--- config.mk ---
export PLATFORM = sky130hd
export DESIGN_NAME = queue
export DESIGN_NICKNAME = d
export VERILOG_FILES = /design/src/rtl/queue.sv
export SDC_FILE = /design/constraint.sdc
export NUM_CORES = 1
export LEC_CHECK = 0
export ABC_AREA = 1
export CORE_MARGIN = 3
export CORE_UTILIZATION = 40
export CTS_CLUSTER_DIAMETER = 120
export DETAILED_ROUTE_END_ITERATION = 12
export HOLD_SLACK_MARGIN = 0.03
export PLACE_DENSITY_LB_ADDON = 0.25
export SYNTH_ARGS = -nofsm -noshare
export SYNTH_HDL_FRONTEND = slang
export SYNTH_SLANG_ARGS = --single-unit
--- constraint.sdc ---
create_clock -name i_clk -period 3.92 [get_ports i_clk]
set_clock_uncertainty 0.2 [all_clocks]
set_input_delay 0.784 -clock i_clk [delete_from_list [all_inputs] [get_ports i_clk]]
set_output_delay 0.784 -clock i_clk [all_outputs]
set_load 0.02 [all_outputs]
--- src/rtl/queue.sv ---
// Register-based queue with random-access removal: per-slot pop mask, order-preserving
// compaction toward slot 0, and a single tail push per cycle. All slots are visible in parallel.
module queue #(
    parameter int  Size = 4,
    parameter type T    = logic [7:0]
) (
    input  logic                       i_clk,
    input  logic                       i_rst,
    input  logic                       i_push,
    input  T                           i_data,
    input  logic                       i_pop  [Size],
    output logic [$clog2(Size+1)-1:0]  o_size,
    output T                           o_data [Size]
);

    localparam int SW = $clog2(Size + 1);

    logic [SW-1:0] size_p0;
    T              slot_p0  [Size];

    logic          survive  [Size];
    logic [SW-1:0] dest     [Size];
    logic [SW-1:0] n_keep;
    logic [SW-1:0] nxt_size;
    T              nxt_slot [Size];

    // Prefix count of survivors: dest[k] is the slot that surviving entry k compacts into.
    always_comb begin
        n_keep = '0;
        for (int k = 0; k < Size; k++) begin
            survive[k] = (SW'(k) < size_p0) && !i_pop[k];
            dest[k]    = n_keep;
            if (survive[k]) begin
                n_keep = n_keep + SW'(1);
            end
        end
    end

    // One mux per destination slot; the pushed entry lands right after the survivors.
    // Slots past the new size fall through to zero, which clears anything vacated.
    always_comb begin
        for (int d = 0; d < Size; d++) begin
            nxt_slot[d] = '0;
            for (int k = 0; k < Size; k++) begin
                if (survive[k] && (dest[k] == SW'(d))) begin
                    nxt_slot[d] = slot_p0[k];
                end
            end
            if (i_push && (n_keep == SW'(d))) begin
                nxt_slot[d] = i_data;
            end
        end
        nxt_size = n_keep;
        if (i_push && (n_keep < SW'(Size))) begin
            nxt_size = n_keep + SW'(1);
        end
    end

    // Register stage: every output comes straight from these flops.
    always_ff @(posedge i_clk or posedge i_rst) begin
        if (i_rst) begin
            size_p0 <= '0;
            for (int k = 0; k < Size; k++) begin
                slot_p0[k] <= '0;
            end
        end else begin
            size_p0 <= nxt_size;
            for (int k = 0; k < Size; k++) begin
                slot_p0[k] <= nxt_slot[k];
            end
        end
    end

    assign o_size = size_p0;

    always_comb begin
        for (int k = 0; k < Size; k++) begin
            o_data[k] = slot_p0[k];
        end
    end

endmodule

==> flow_summary.toml <==
[run_status]
status = "complete, no violations"

[yosys]
syn_area_per_cell_um2 = 7.12
seq_area_frac_synth_pct = 34.6
syn-num-nets = 381
syn_inst = 356
syn_area_um2 = 2530
yosysWarnings = 0
ys_ff_latch = 35
yosysUniqueCellTypes = 23

[clock_tree]
cts.clk_slew.worst_paths_ns = 0.08
cts.htree.levels = 2
cts_buffer_depth = 2
postCtsSetupRepairBufs = 0
cts_tree = "built"
cts_made_buffers = 5
cts_sinks = 35
post_cts_resized = 0
clk_latency_ns = 0.29
hold_buffers = 0
ctsRootBufferMaster = "clkbuf_8"

[timing]
finalMaxSlewViolations = 0
rsz0062_at_grt = "false"
finalCriticalPeriod_ns = 3.66
max_freq_ghz = 0.273
worst_slack_ns = 0.261
hold_ws_ns = 0.316
hold_viol_final = 0
worstMarginPinSlew_ns = 0.470
max-slew-margin-rel_pct = 68.7
period_share_pct = 93.3
finalSetupViolations = 0

[final_layout]
nets = 437
layout_commonest_cell = "nand2_1"
layout_common_cells = "nand2_1, nand3_1, clkdlybuf4s50_1"
drive_gt1_share_pct = 9.69
area_delta_synth_final_pct = 28.5
fillers = 584
num_antenna_cells = 0

[worst_setup_path]
path_class = "primary input to flip-flop"
arrival_ns = 3.66
r2r-start = "o_size[2]"
cp_top_family = "simple AND/OR/NAND/NOR gates"
crit_path_frequent_cell = "nand2_1"
crit_buf_inv = 4
r2r_slack_ns = 0.57
startpoint_type = "primary input"
end_kind = "flip-flop"
rr_endpoint = "o_data[6]"
worstPathCellList = "clkdlybuf4s50_1, a21oi_1, inv_1, ha_1, inv_1, nand2_1, nand2_1, inv_1, ha_1, or2_2, nand2_1, nor2_1, ha_1, nand2_1, nand3_1, o211ai_1"
slowest_stage = "clkdlybuf4s50_1"
cp_max_fo = 8
slowest_delay_ns = 0.39
worst-r2r-cell-count = 16
required_ns = 3.92

[die]
die_h_um = 85.6
rows = 28
die_w_um = 85.6
core_um2 = 6030
dieArea_um2 = 7330
io_pins = 50
initial_core_util_pct = 42.1

[global_route]
grt_max_degree = 36
grt_pass1_vias = 2467
grt_remaining_overflow = 0
antenna_found_initial = 0
grtUsageTotal_pct = 20.4
grt_pass1_wl_mm = 12.2

[detailed_routing]
firstDrtPassIters = 4
vias = 2575
wl_per_cell_um = 14.6
totalWireLength_mm = 7.13
viasPerCell = 5.28
drt_iter0_drc = 210
drcViolationCount = 0
ant_nets = 0

[power_and_ir_drop]
power.ir.vdd_worst_mv = 0.281
leakage_nw = 1.58
p_per_area_nw_per_um2 = 482

[min_path]
hold_path_depth = 2
hold_path_end = "o_data[26]"
hp-class = "flip-flop to flip-flop"
hold_start = "o_data[26]"

[placement]
place_ws_ns = -0.00242
hpwl_mm = 5.50
io_buffers = 49
place.gp.congestion = 0.947

[run]
drv_cap = 0
## cells by family after synthesis
family / Yosys count / share of synthesized area, %
buffers and inverters: 51 / 9.13
AOI/OAI and AO/OA: 20 / 4.89
and+or+nand+nor: 240 / 46.5
adders and majority gates: 10 / 4.94
DFF: 35 / 34.6
## final cells by class
type                            instances  area, um2  area share (%)
Clock buffer                            5       68.8            2.11
Clock inverter                          3       67.6            2.07
Tap cell                               75       93.8            2.88
Timing Repair Buffer                   60        573            17.6
Multi-Input combinational cell        270       1430            43.8
Sequential cell                        35        876            26.9
Inverter                               40        150            4.61
## worst max-delay path by stage
stage               startpoint        end  slack [ns]  cells after the start
floorplan             i_pop[3]  o_data[0]         0.1                     15
global placement      i_pop[3]  o_data[2]        0.14                     16
detailed placement    i_pop[3]  o_data[0]      -0.002                     16
CTS                   i_pop[3]  o_data[6]        0.30                     16
global route          i_pop[3]  o_data[3]        0.03                     16
finish                i_pop[3]  o_data[6]        0.26                     16
## tightest hold or removal path: cells and delay by family (launching register included)
family        cells  cell delay (ns)
simple gates      2             0.13
flops             1             0.35
## sequential cells by signal (all words and copies together), names as in the netlist
name / flops
o_data: 32
o_size: 3
## per-layer routing
layer / wire length, um / up-vias / global-route usage (%) / share of wire (%)
li1: - / 1282 / - / -
met1: 3360 / 1168 / 30.8 / 47
met2: 3150 / 113 / 31.2 / 44
met3: 526 / 12 / 2.69 / 7.4
met4: 87 / 0 / 4.17 / 1.2
met5: 0 / - / 0 / 0
## synth_stat cells, drive strengths merged
library cell  number  share of area [%]
a21oi              1               0.20
a31oi              1               0.25
buf                8                2.8
clkbuf             3               0.44
dfrtp             35                 35
ha                10                4.9
inv               40                5.9
nand2            102                 17
nand3             97                 21
nand4              6                1.5
nor2              34                7.1
o211ai             9                2.7
o21ai              9                1.8
or2                1               0.25
## report_power, final
part	internal, mW	switching [mW]	total (mW)
Clock	0.254	0.146	0.400
Combinational	0.255	0.445	0.700
Sequential	0.424	0.0479	0.472
## through the flow
stage	util [%]	instances	power (mW)	area [um2]	TNS, ns
global placement	51.8	480	1.17	3120	0
CTS	54.0	488	1.57	3260	0
detailed placement	51.8	480	1.18	3120	-0.00426
finish	54.0	488	1.57	3260	0
floorplan	-	356	0.937	2530	0
global route	54.0	488	1.67	3260	0
No activity file was read; power rests on OpenSTA's default activity.
